`src/rtl/zircon_avalon_keyin_pkg.sv`:
```
// Shared constants for the key-input peripheral: register word addresses and
// the width of the per-key debounce counter.
package zircon_keyin_pkg;

    localparam logic [1:0] ADDR_STATE = 2'd0;
    localparam logic [1:0] ADDR_EDGE  = 2'd1;
    localparam logic [1:0] ADDR_MASK  = 2'd2;
    localparam logic [1:0] ADDR_INFO  = 2'd3;

    localparam int CNT_W = 8;

endpackage

```
`src/rtl/zircon_avalon_keyin_if.sv`:
```
// Avalon-MM slave bus of the key-input peripheral: fixed read latency of one,
// no waitrequest.
interface zircon_avalon_keyin_if;

    logic [1:0]  address;
    logic        read;
    logic [31:0] readdata;
    logic        write;
    logic [31:0] writedata;

    modport slave (
        input  address,
        input  read,
        input  write,
        input  writedata,
        output readdata
    );

    modport master (
        output address,
        output read,
        output write,
        output writedata,
        input  readdata
    );

endinterface

```
`src/rtl/zircon_avalon_keyin_debounce.sv`:
```
// One key: two-flop synchroniser, tick-paced debounce counter and a one-cycle
// pulse when the debounced level goes to pressed (pin low).
module zircon_key_debounce
    import zircon_keyin_pkg::*;
#(
    parameter int DEB_TICKS = 20
) (
    input  logic clk,
    input  logic reset,
    input  logic tick,
    input  logic pin,
    output logic pressed,
    output logic press
);

    localparam logic [CNT_W-1:0] CNT_LAST = CNT_W'(DEB_TICKS - 1);

    logic             sync_a;
    logic             sync_b;
    logic             deb;
    logic [CNT_W-1:0] cnt;

    always_ff @(posedge clk) begin
        if (reset) begin
            sync_a <= 1'b1;
            sync_b <= 1'b1;
            deb    <= 1'b1;
            cnt    <= '0;
            press  <= 1'b0;
        end else begin
            sync_a <= pin;
            sync_b <= sync_a;
            press  <= 1'b0;
            // Any return of the synchronised level to deb abandons the count.
            if (sync_b == deb) begin
                cnt <= '0;
            end else if (tick) begin
                if (cnt == CNT_LAST) begin
                    deb   <= sync_b;
                    cnt   <= '0;
                    press <= ~sync_b;
                end else begin
                    cnt <= cnt + CNT_W'(1);
                end
            end
        end
    end

    assign pressed = ~deb;

endmodule

```
`src/rtl/zircon_avalon_keyin.sv`:
```
// Avalon-MM key-input peripheral: debounced key state, sticky press flags with
// write-1-to-clear, per-key interrupt mask and a read-only info word.
module zircon_avalon_keyin
    import zircon_keyin_pkg::*;
#(
    parameter int KEY_NUM   = 4,
    parameter int TICK_DIV  = 50000,
    parameter int DEB_TICKS = 20
) (
    input  logic                  csi_clk,
    input  logic                  rsi_reset,
    zircon_avalon_keyin_if.slave  avs,
    output logic                  ins_irq,
    input  logic [KEY_NUM-1:0]    coe_key_in
);

    localparam int            TW        = $clog2(TICK_DIV);
    localparam logic [TW-1:0] TICK_LAST = TW'(TICK_DIV - 1);

    logic [TW-1:0]      tick_cnt;
    logic               tick;
    logic [KEY_NUM-1:0] key_state;
    logic [KEY_NUM-1:0] press;
    logic [KEY_NUM-1:0] edge_flags;
    logic [KEY_NUM-1:0] irq_mask;
    logic [KEY_NUM-1:0] clr_bits;
    logic [31:0]        rd_mux;
    logic               unused_wdata;

    assign tick = (tick_cnt == TICK_LAST);

    always_ff @(posedge csi_clk) begin
        if (rsi_reset) begin
            tick_cnt <= '0;
        end else if (tick) begin
            tick_cnt <= '0;
        end else begin
            tick_cnt <= tick_cnt + TW'(1);
        end
    end

    for (genvar i = 0; i < KEY_NUM; i++) begin : g_key
        zircon_key_debounce #(
            .DEB_TICKS (DEB_TICKS)
        ) u_deb (
            .clk     (csi_clk),
            .reset   (rsi_reset),
            .tick    (tick),
            .pin     (coe_key_in[i]),
            .pressed (key_state[i]),
            .press   (press[i])
        );
    end

    assign clr_bits = (avs.write && avs.address == ADDR_EDGE)
                      ? avs.writedata[KEY_NUM-1:0] : '0;

    // Bits of writedata above KEY_NUM are intentionally dropped.
    assign unused_wdata = ^avs.writedata;

    always_ff @(posedge csi_clk) begin
        if (rsi_reset) begin
            edge_flags <= '0;
            irq_mask   <= '0;
            ins_irq    <= 1'b0;
        end else begin
            // OR-ing press after the clear makes a same-cycle set win.
            edge_flags <= (edge_flags & ~clr_bits) | press;
            if (avs.write && avs.address == ADDR_MASK) begin
                irq_mask <= avs.writedata[KEY_NUM-1:0];
            end
            ins_irq <= |(edge_flags & irq_mask);
        end
    end

    always_comb begin
        rd_mux = '0;
        case (avs.address)
            ADDR_STATE: rd_mux = 32'(key_state);
            ADDR_EDGE:  rd_mux = 32'(edge_flags);
            ADDR_MASK:  rd_mux = 32'(irq_mask);
            ADDR_INFO:  rd_mux = {24'd0, 8'(KEY_NUM)};
            default:    rd_mux = '0;
        endcase
    end

    always_ff @(posedge csi_clk) begin
        if (rsi_reset) begin
            avs.readdata <= '0;
        end else if (avs.read) begin
            avs.readdata <= rd_mux;
        end
    end

endmodule
```
`src/flat_wrapper.sv`:
```
// flat-port wrapper written by rule: the top's interface ports become plain ports
module zircon_avalon_keyin_flat import zircon_keyin_pkg::*;
#(
    parameter int KEY_NUM   = 4,
    parameter int TICK_DIV  = 50000,
    parameter int DEB_TICKS = 20
)
  (csi_clk, rsi_reset, ins_irq, coe_key_in, avs_address, avs_read, avs_write, avs_writedata, avs_readdata);
  zircon_avalon_keyin_if avs_i ();
  input  logic csi_clk;
  input  logic rsi_reset;
  output logic ins_irq;
  input  logic [KEY_NUM-1:0] coe_key_in;
  input wire logic [$bits(avs_i.address)-1:0] avs_address;
  input wire logic [$bits(avs_i.read)-1:0] avs_read;
  input wire logic [$bits(avs_i.write)-1:0] avs_write;
  input wire logic [$bits(avs_i.writedata)-1:0] avs_writedata;
  output wire logic [$bits(avs_i.readdata)-1:0] avs_readdata;
  assign avs_i.address = avs_address;
  assign avs_i.read = avs_read;
  assign avs_i.write = avs_write;
  assign avs_i.writedata = avs_writedata;
  assign avs_readdata = avs_i.readdata;
  zircon_avalon_keyin #(.KEY_NUM(KEY_NUM), .TICK_DIV(TICK_DIV), .DEB_TICKS(DEB_TICKS)) u_core (.csi_clk(csi_clk), .rsi_reset(rsi_reset), .avs(avs_i), .ins_irq(ins_irq), .coe_key_in(coe_key_in));
endmodule
```
`config.mk`:
```
export PLATFORM = sky130hd
export DESIGN_NAME = zircon_avalon_keyin_flat
export DESIGN_NICKNAME = d
export VERILOG_FILES = /design/src/rtl/zircon_avalon_keyin_pkg.sv /design/src/rtl/zircon_avalon_keyin_if.sv /design/src/rtl/zircon_avalon_keyin_debounce.sv /design/src/rtl/zircon_avalon_keyin.sv /design/src/flat_wrapper.sv
export SDC_FILE = /design/constraint.sdc
export NUM_CORES = 1
export LEC_CHECK = 0
export ABC_CLOCK_PERIOD_IN_PS = 2600
export BUFFER_PORTS_ARGS = -buffer_cell sky130_fd_sc_hd__buf_2
export CAP_MARGIN = 10
export CORE_ASPECT_RATIO = 1.2
export CORE_UTILIZATION = 53
export CTS_CLUSTER_DIAMETER = 150
export DETAILED_ROUTE_END_ITERATION = 8
export GPL_TIMING_DRIVEN = 0
export PLACE_DENSITY = 0.82
export SYNTH_ARGS = -nofsm -noshare
export SYNTH_HDL_FRONTEND = slang
export SYNTH_SLANG_ARGS = --single-unit
```
`constraint.sdc`:
```
create_clock -name csi_clk -period 2.6 [get_ports csi_clk]
set_input_delay 0.13 -clock csi_clk [delete_from_list [all_inputs] [get_ports csi_clk]]
set_output_delay 0.13 -clock csi_clk [all_outputs]
set_load 0.005 [all_outputs]
```
* After elaboration in Yosys (flattened, before gate mapping)
Index checks and enable logic that the tools add are counted.
Widths: inputs -> output; s select.
** Cells by class
- Reduce and logical (&&, ||, !) cells :: 17
- Muxes and demuxes :: 6
- Bitwise gates (word level) :: 21
- Add/subtract/negate cells :: 5
- Equal/unequal tests :: 12
** Operator list (number)
- $pmux 32 s4 :: 1
- $add 8x1->8 const B :: 4
- $eq 8x5->1 const B :: 4
- $mux 8 :: 4
- $reduce_or 4->1 :: 5
- $not 1->1 :: 17
- $add 16x1->16 const B :: 1
- $eq 16x16->1 const B :: 1
- $reduce_and 3->1 :: 4
- $reduce_or 2->1 :: 5
- $and 4x4->4 :: 2
- $eq 1x1->1 :: 4
- $eq 2x2->1 const B :: 2
- $mux 4 :: 1
- $not 4->4 :: 1
- $or 4x4->4 :: 1
- $eq 2x1->1 const B :: 1
- $logic_and 1x1->1 :: 2
- $logic_not 2->1 :: 1
** Storage, ports and cells
- Output and inout bits :: 33
- Bits in registers :: 105

* Depth between registers and ports, before layout
Gate-level depths: netlist of run 1.
- Word-level depth :: 6
- Mapped depth :: 9
- Gate-level depth less buffers :: 5

* By module
From an unflattened synthesis of run 1, not the netlist that was laid out.
** Unflattened totals
- Cells, all modules :: 376
- Area total of the unflattened synthesis :: 3674.8 µm²
** By module, submodules not included
- zircon_key_debounce :: instances 4, seq. area each 240.2 µm², cells an instance 51, area each 536.8 µm²
- zircon_avalon_keyin :: instances 1, seq. area each 580.6 µm², cells an instance 172, area each 1527.7 µm²

* Worst setup path before layout of run 1
No wires, ideal clock.
- Path type :: reg2reg
- From :: reg u_core.tick_cnt[0]
- To :: reg u_core.g_key[2].u_deb.cnt[3]
- Slack :: 796 ps
- Stages on the path, launching flop included :: 8
- Arrival :: 1733 ps
- Clock period less this slack :: 1804 ps
- Path buffers :: 2
- Required time :: 2529 ps
- Cells stage by stage :: dfxtp_1 -> ha_1 -> and3_1 -> buf_2 -> nand4_2 -> buf_6 -> or4_1 -> a21oi_1
** On the way
- Cells in the longest elaborated chain, start to end :: 1
** RTL lines
- start, declared :: line zircon_avalon_keyin.sv:20 : logic [TW-1:0] tick_cnt;
- start signal, assigned :: line zircon_avalon_keyin.sv:38 : tick_cnt <= tick_cnt + TW'(1);
- $eq 16x16->1 :: line zircon_avalon_keyin.sv:30 : assign tick = (tick_cnt == TICK_LAST);
- end signal, assigned :: line zircon_avalon_keyin_debounce.sv:43 : cnt <= cnt + CNT_W'(1);
- end, declared :: line zircon_avalon_keyin_debounce.sv:21 : logic [CNT_W-1:0] cnt;
Every way passes these cells.
A chain may end at the register's enable or synchronous reset.

* Final worst setup path of run 1
- From :: reg u_core.tick_cnt[0]
- To :: reg u_core.g_key[3].u_deb.cnt[5]
** On the way
- Cells in the longest elaborated chain, start to end :: 1
** RTL lines (line)
- $eq 16x16->1 :: zircon_avalon_keyin.sv:30
- end signal, assigned :: zircon_avalon_keyin_debounce.sv:43
- end, declared :: zircon_avalon_keyin_debounce.sv:21
Every way passes these cells.

==> results of run 1 <==
[power breakdown]
part	internal, mW	total (mW)	switching [mW]
sequential	1.19	1.20	0.0100
combinational	0.0594	0.115	0.0555
clock	0.478	0.881	0.403
total	1.73	2.20	0.468
[per-layer routing]
layer | wire, um | vias up | GRT usage, %
met5 | 0 | - | 0
met1 | 3200 | 1398 | 24.7
met2 | 3680 | 88 | 37.8
li1 | - | 1555 | -
met3 | 310 | 18 | 3.35
met4 | 223 | 0 | 13.7
[layout make-up]
| type | instances | area, um^2 | area share, % |
|---|---|---|---|
| plain buffers | 45 | 294 | 7.13 |
| clock buffers | 11 | 151 | 3.67 |
| clock inverters | 2 | 35.0 | 0.850 |
| inverters | 8 | 30.0 | 0.728 |
| multi-input cells | 312 | 1850 | 44.9 |
| flip-flops and latches | 77 | 1540 | 37.4 |
| well taps | 85 | 106 | 2.58 |
| repair buffers | 19 | 115 | 2.79 |
[cell usage in the layout (no fill, tap or decap), types with 5 or more instances in the layout]
cell type / instances
conb_1: 28
nand3_1: 24
and4_1: 10
buf_4: 28
or2_2: 9
or3_1: 13
xnor2_1: 6
inv_1: 7
or4_1: 6
clkbuf_1: 11
xor2_1: 13
o31ai_1: 6
nand2_1: 29
and3_1: 8
clkbuf_8: 11
a21oi_1: 39
nor2_1: 34
buf_2: 19
o21ai_0: 20
mux2i_1: 5
ha_1: 5
nand4_1: 9
dfxtp_1: 77
nor2b_1: 7
[cell families after synthesis]
kind of cell / share of synthesized area, %
AND/OR/NAND/NOR: 26.7
AO/OA/AOI/OAI: 13.8
flip-flops: 42.6
buffers and inverters: 8.97
XOR/XNOR: 4.60
adder cells (fa/ha/maj): 1.73
multiplexers: 1.38
other: 0.104
[state kept, by name, summed over array words and instances, names as in the netlist]
register                   flops
u_core.g_key.u_deb.press       4
u_core.edge_flags              4
u_core.tick_cnt               16
u_core.irq_mask                4
u_core.g_key.u_deb.sync_a      4
u_core.ins_irq                 1
u_core.avs.readdata            4
u_core.g_key.u_deb.cnt        32
u_core.g_key.u_deb.deb         4
u_core.g_key.u_deb.sync_b      4
[worst max-delay path by stage]
stage,depth (start not counted),endpoint,slack (ns),from
floorplan,7,u_core.g_key[2].u_deb.cnt[3],0.80,u_core.tick_cnt[0]
global placement,8,u_core.g_key[0].u_deb.cnt[0],0.56,u_core.tick_cnt[0]
detailed placement,8,u_core.g_key[0].u_deb.cnt[5],0.52,u_core.tick_cnt[0]
CTS,8,u_core.g_key[3].u_deb.cnt[5],0.48,u_core.tick_cnt[0]
global route,8,u_core.g_key[3].u_deb.cnt[5],0.34,u_core.tick_cnt[0]
finish,8,u_core.g_key[3].u_deb.cnt[5],0.48,u_core.tick_cnt[0]
[worst min-delay path, delay by kind of cell]
| family | cells | cell delay [ns] |
|---|---|---|
| AND/OR/NAND/NOR | 1 | 0.07 |
| multiplexers | 1 | 0.06 |
| buffers and inverters | 1 | 0.09 |
[per-stage QoR]
stage | total power [mW] | area (um^2) | util [%] | hold WS [ns] | worst slack (ns)
2_1_floorplan | 1.31 | 3720 | - | 0.234 | 0.796
3_3_place_gp | 1.34 | 3900 | 59.7 | 0.313 | 0.558
3_5_place_dp | 1.34 | 3900 | 59.7 | 0.314 | 0.523
4_1_cts | 2.21 | 4120 | 63.2 | 0.0296 | 0.484
5_1_grt | 2.27 | 4120 | 63.2 | 0.0517 | 0.337
6_report | 2.20 | 4120 | 63.2 | 0.0319 | 0.483
[repair_timing]
action	in CTS	in global routing
setup buffers	0	0
gates resized for setup	0	0
hold buffers	4	0
endpoints found under the hold margin	4	0
==> metrics.md, run 1 <==
| Metric | Value |
|---|---|
| Critical setup path kind | reg -> reg |
| 1st-pass router iterations | 4 |
| ANT cells | 0 |
| Top cells by area, synth | dfxtp_1 (43%), buf_4 (5.8%), a21oi_1 (5.4%) |
| Worst Path Arrival | around 2.4 ns |
| Finished Layout Cells | 559 |
| Hold Fails Final Rpt | 0 |
| Initial DRC count | ~160 |
| Initial Util | 55.4% |
| Core area | 6530 um^2 |
| Largest net degree at the start of global routing | 12 |
| Number of vias in the routed layout | slightly above 3000 |
| Flip-flop and latch count after synthesis | just under 80 |
| Synth unique cells | 52 |
| Die height | 92.5 um |
| Status | finished clean |
| WP data required | 2.87 ns |
| Num CTS Buffers | 9 |
| Global Route Usage Sum | 21.7% |
| Asr flop ratio synth | 0% |
| Ys Warns | 0 |
| Worst path max stage delay | 0.43 ns |
| Crit path time final | around 2.1 ns |
| Number of flops mapped to enable cells by yosys | 0 |
| Initial antenna violation count | 0 |
| Skew final | just over 0.009 ns |
| Slew @ Worst Pin | about 0.67 ns |
| Worst R2R Start | u_core.tick_cnt[0] |
| Share of cells above drive strength 1 | between 10% and 20% |
| Vias per inst | 5.47 |
| Top-area cell type share of the netlist area | a little over two fifths |
| Clk Latency, worst-skew pair | about 0.35 ns |
| Most frequent cell after synthesis | dfxtp_1 |
| RSZ-0062 raised after global routing | no |
| Antenna Nets Post-Route | 0 |
| Number of max-cap violations | 0 |
| R2r setup slk | just under 0.5 ns |
| Synthesis-to-layout area growth | 14.1% |
| Worst Hold Class | in -> reg |
| GRT overflow | 0 |
| CTS tree | done |
| I/O Pins | 75 |
| Worst Path Max Fanout | 10 |
| First-pass GRT wire length | 12.2 mm |
| Rows | 32 |
| Leakage | about 1.6 nW |
| H-Tree Level Count | 3 |
| Crit-path slowest cell | clkbuf_1 |
| Total negative slack | 0 ns |
| Crit path buf inv count | 3 |
| Post-Syn Instances | just over 400 |
| Seq/Total Area, Yosys | a little over two fifths |
| Die W | approximately 77 um |
| Critical Path Start Type | flip-flop |
| Post-DP HPWL | around 5.2 mm |
| Pwr dens | between 500 and 600 nW/um^2 |
| Synthesized cell area | 3610 um^2 |
| DR DRC count | 0 |
| Placed Cells | ~540 |
| Max Slew Vio Count | 0 |
| CP cell instances | ha_1 > and3_1 > buf_2 > nand4_2 > buf_6 > clkbuf_1 > o21ai_0 > a21oi_1 |
| Clock tree buffer depth | 2 |
| Hold_sp | avs_writedata[0] |
| Fmax | about 470 MHz |
| Worst Reg-to-Reg Cells | 8 |
| Total Wirelength | 7.41 mm |
| Final number of setup-violating endpoints | 0 |
| Worst VDD drop | between 0.2 and 0.3 mV |
| Port Buffers | 15 |
| Final Net Count | around 520 |
| Hold Path Cell Cnt | 3 |
| Critical Path End Type | flip-flop |
| Clock sinks | 77 |
| Filler cells | approximately 560 |
| Reg clk slew, reported paths | about 0.070 ns |
| Dominant synthesized flop cell | dfxtp_1 |
| Die area | slightly above 7000 um^2 |
| Yosys top cell by area | dfxtp_1 |
| Slew Limit Headroom | between 50 and 60% |
| Vias in the first global route | between 2000 and 3000 |
| Hold Path Sink | u_core.irq_mask[0] |
| Post-synth top cells | dfxtp_1 (77), a21oi_1 (39), nor2_1 (34), nand2_1 (29), buf_4 (28) |
| Period utilization | 81.4% |
| Syn avg cell area | 8.71 um^2 |
| Root buffer cell | clkbuf_8 |
| Reg2reg end | u_core.g_key[3].u_deb.cnt[5] |
| Gpl congestion | 0.837 |
| Family with the most delay on the worst path | buffers and inverters |
| DR WL/cell | 13.3 um |
(Power assumes the default switching activity.)
==> run 2, diff against run 1 <==
--- a/config.mk
+++ b/config.mk
@@ -5,15 +5,15 @@
 export SDC_FILE = /design/constraint.sdc
 export NUM_CORES = 1
 export LEC_CHECK = 0
-export ABC_CLOCK_PERIOD_IN_PS = 2600
+export ABC_CLOCK_PERIOD_IN_PS = 1800
 export BUFFER_PORTS_ARGS = -buffer_cell sky130_fd_sc_hd__buf_2
 export CAP_MARGIN = 10
 export CORE_ASPECT_RATIO = 1.2
-export CORE_UTILIZATION = 53
+export CORE_UTILIZATION = 49
 export CTS_CLUSTER_DIAMETER = 150
 export DETAILED_ROUTE_END_ITERATION = 8
 export GPL_TIMING_DRIVEN = 0
-export PLACE_DENSITY = 0.82
+export PLACE_DENSITY = 0.79
 export SYNTH_ARGS = -nofsm -noshare
 export SYNTH_HDL_FRONTEND = slang
 export SYNTH_SLANG_ARGS = --single-unit
==> constraint.sdc (replaced) <==
create_clock -name csi_clk -period 1.8 [get_ports csi_clk]
set_input_delay 0.09 -clock csi_clk [delete_from_list [all_inputs] [get_ports csi_clk]]
set_output_delay 0.09 -clock csi_clk [all_outputs]
set_load 0.005 [all_outputs]
==> run 2 against run 1 <==
Compared with the run above:
- register-to-register slack lost 0.50 ns
- worst setup slack lost 0.50 ns
- via count grew 5.9%
- final area grew 9.2%
- global-route usage grew 0.39 points
- combinational power grew 60%
- fmax grew 16%
- largest power group unchanged
- clock power grew 34%
- the flow now finishes with violations (setup timing)
==> metrics.md, run 2 (synthesized netlist as in run 1, its figures left out) <==
| Metric | Value |
|---|---|
| Skew final | 0.0100 ns (+0.000766 ns) |
| Reg clk slew, reported paths | 0.07 ns (about the same) |
| Crit path launch | u_core.tick_cnt[1] |
| Final worst slack | -0.0222 ns (-0.505 ns) |
| Initial antenna violation count | 0 (unchanged) |
| Number of max-cap violations | 0 (unchanged) |
| Worst Hold Class | in -> reg |
| Worst Path Max Fanout | 10 (unchanged) |
| Clk pwr share | 38.1% (-1.9 points) |
| Initial Util | 51.8% (-3.6 points) |
| CP cell instances | ha_4 > and3_4 > buf_6 > nand4_4 > buf_6 > buf_12 > or3_4 > a21oi_2 |
| Failing checks | setup timing |
| GRT overflow | 0 (unchanged) |
| Rows | 33 (+3.1%) |
| Reg power frac | 56.0% (+1.3 points) |
| ANT cells | 0 (unchanged) |
| Root buffer cell | clkbuf_8 |
| Critical Path Start Type | flip-flop |
| Core area | 6980 um^2 (+6.9%) |
| Placed Cells | 544 (+0.37%) |
| Fmax | 549 MHz (+16%) |
| First-pass GRT wire length | 13.0 mm (+6.9%) |
| Status | finished with violations |
| Commonest cells after routing, fill and taps aside | dfxtp_1 (71), buf_4 (43), nor2_1 (34) |
| Slew Limit Headroom | 52.4% (-2.9 points) |
| Die height | 96.1 um (+3.9%) |
| DR WL/cell | 14.3 um (+8.1%) |
| Largest Register | u_core.g_key.u_deb.cnt |
| Num CTS Buffers | 9 (unchanged) |
| Final Net Count | 538 (+3.7%) |
| Worst path max stage delay | 0.36 ns (-0.07 ns) |
| Sw Share | 22.8% (+1.5 points) |
| Largest net degree at the start of global routing | 13 (+1) |
| Number of vias in the routed layout | 3239 (+5.9%) |
| Post-DP HPWL | 5.37 mm (+3.4%) |
| RSZ-0062 raised after global routing | yes |
| Slew @ Worst Pin | 0.708 ns (+0.0406 ns) |
| Initial DRC count | 238 (+45%) |
| Crit-path slowest cell | dfxtp_2 |
| Clock tree buffer depth | 2 (unchanged) |
| Pwr dens | 690 nW/um^2 (+29%) |
| Crit path to | u_core.g_key[0].u_deb.cnt[7] |
| Most common cell after layout, fill and taps aside | dfxtp_1 |
| Synthesis-to-layout area growth | 24.5% |
| Port Buffers | 15 (unchanged) |
| Critical Path End Type | flip-flop |
| Gpl congestion | 0.876 (+4.7%) |
| 1st-pass router iterations | 5 (+1) |
| Psw | 0.709 mW (+51%) |
| Int Pwr | 2.40 mW (+39%) |
| Hold Fails Final Rpt | 0 (unchanged) |
| H-Tree Level Count | 3 (unchanged) |
| Final number of setup-violating endpoints | 5 (+5) |
| Family with the most delay on the worst path | simple AND/OR/NAND/NOR gates |
| Period utilization | 101% (+20 points) |
| Total Wirelength | 8.36 mm (+13%) |
| WP data required | 2.08 ns (-0.79 ns) |
| Clk Latency, worst-skew pair | 0.35 ns (about the same) |
| Comb power frac | 5.9% (+0.7 points) |
| Die area | 7730 um^2 (+8.0%) |
| Leakage | 1.71 nW (+8.5%) |
| I/O Pins | 75 (unchanged) |
| Crit path buf inv count | 3 (unchanged) |
| Clock sinks | 77 (unchanged) |
| Overall Power | 3.11 mW (+41%) |
| Worst path most repeated cell | buf_6 |
| CTS tree | done |
| Die W | 80.4 um (+3.9%) |
| Finished Layout Cells | 583 (+4.3%) |
| Vias in the first global route | 2987 (+11%) |
| DR DRC count | 0 (unchanged) |
| Worst Reg-to-Reg Cells | 8 (unchanged) |
| Final Util | 64.5% (+1.3 points) |
| Antenna Nets Post-Route | 0 (unchanged) |
| R2r setup slk | -0.02 ns (-0.50 ns) |
| Share of cells above drive strength 1 | 25.8% (+10 points) |
| Reg2reg end | u_core.g_key[0].u_deb.cnt[7] |
| Largest regs | u_core.g_key.u_deb.cnt x32, u_core.tick_cnt x16 |
| Critical setup path kind | reg -> reg |
| Vias per inst | 5.56 (+1.5%) |
| Global Route Usage Sum | 22.1% (+0.39 points) |
| Worst Path Arrival | 2.11 ns (-0.27 ns) |
| Worst R2R Start | u_core.tick_cnt[1] |
| Max Slew Vio Count | 0 (unchanged) |
| Crit path time final | 1.82 ns (-0.295 ns) |
| Critical path depth | 8 (unchanged) |
| Max reg flops | 32 (unchanged) |
| Worst VDD drop | 0.518 mV (+81%) |
run 2: cell count changes in the layout (fill, tap and decap cells not counted), moves of 5 or more:
cell	change
buf_4	+15
a21oi_1	-10
a21oi_2	+10
dfxtp_1	-6
buf_6	+5
dfxtp_2	+5
run 2: tightest hold or removal path, cell delays in order:
cell,delay (ns)
buf_2,0.08
mux2i_1,0.06
nor2_1,0.08
run 2: area by class of cell:
cell class,instances,area [um^2]
Fill cell,583,2480
Multi-Input combinational cell,312,2020
Sequential cell,77,1550
Buffer,45,339
Timing Repair Buffer,38,277
Clock buffer,13,159
Tap cell,87,109
Inverter,8,30.0
Clock inverter,3,18.8
run 2: per-stage QoR:
stage | hold WS (ns) | worst slack, ns | setup TNS [ns] | area [um^2]
after floorplan | 0.194 | 0.0290 | 0 | 3720
after global routing | 0.0146 | -0.0478 | -0.884 | 4500
after global placement | 0.274 | -0.263 | -7.01 | 3900
after detailed placement | 0.276 | -0.306 | -8.16 | 3900
after CTS | 0.00553 | -0.00273 | -0.00476 | 4330
final | 0.00381 | -0.0222 | -0.0611 | 4500
run 2: routing by layer:
| metal | global-route usage (%) | share of wire, % | up-vias |
|---|---|---|---|
| met5 | 0 | 0 | - |
| li1 | - | - | 1591 |
| met2 | 40.8 | 53 | 109 |
| met1 | 23.6 | 40 | 1523 |
| met3 | 4.83 | 5.2 | 16 |
| met4 | 10.9 | 2.0 | 0 |
run 2: repair_timing:
action	4_1_cts	5_1_grt
hold endpoints to repair	7	0
endpoints found under the setup margin	44	43
pin swaps	6	20
hold buffers	7	0
buffers inserted	11	4
gates cloned	1	0
resized for setup	29	37
run 2: power by group through the flow:
stage | logic (mW) | registers (mW) | clock network, mW
floorplan | 0.120 | 1.78 | 0
global placement | 0.155 | 1.78 | 0
detailed placement | 0.157 | 1.78 | 0
CTS | 0.175 | 1.74 | 1.21
global route | 0.208 | 1.74 | 1.29
finish | 0.184 | 1.74 | 1.18
run 2: worst min-delay path by stage:
stage,start,end,slack [ns],cells after the start
floorplan,coe_key_in[0],u_core.g_key[0].u_deb.sync_a,0.19,1
global placement,coe_key_in[0],u_core.g_key[0].u_deb.sync_a,0.27,2
detailed placement,coe_key_in[2],u_core.g_key[2].u_deb.sync_a,0.28,2
CTS,avs_writedata[0],u_core.irq_mask[0],0.006,3
global route,avs_writedata[0],u_core.irq_mask[0],0.01,3
finish,avs_writedata[0],u_core.irq_mask[0],0.004,3
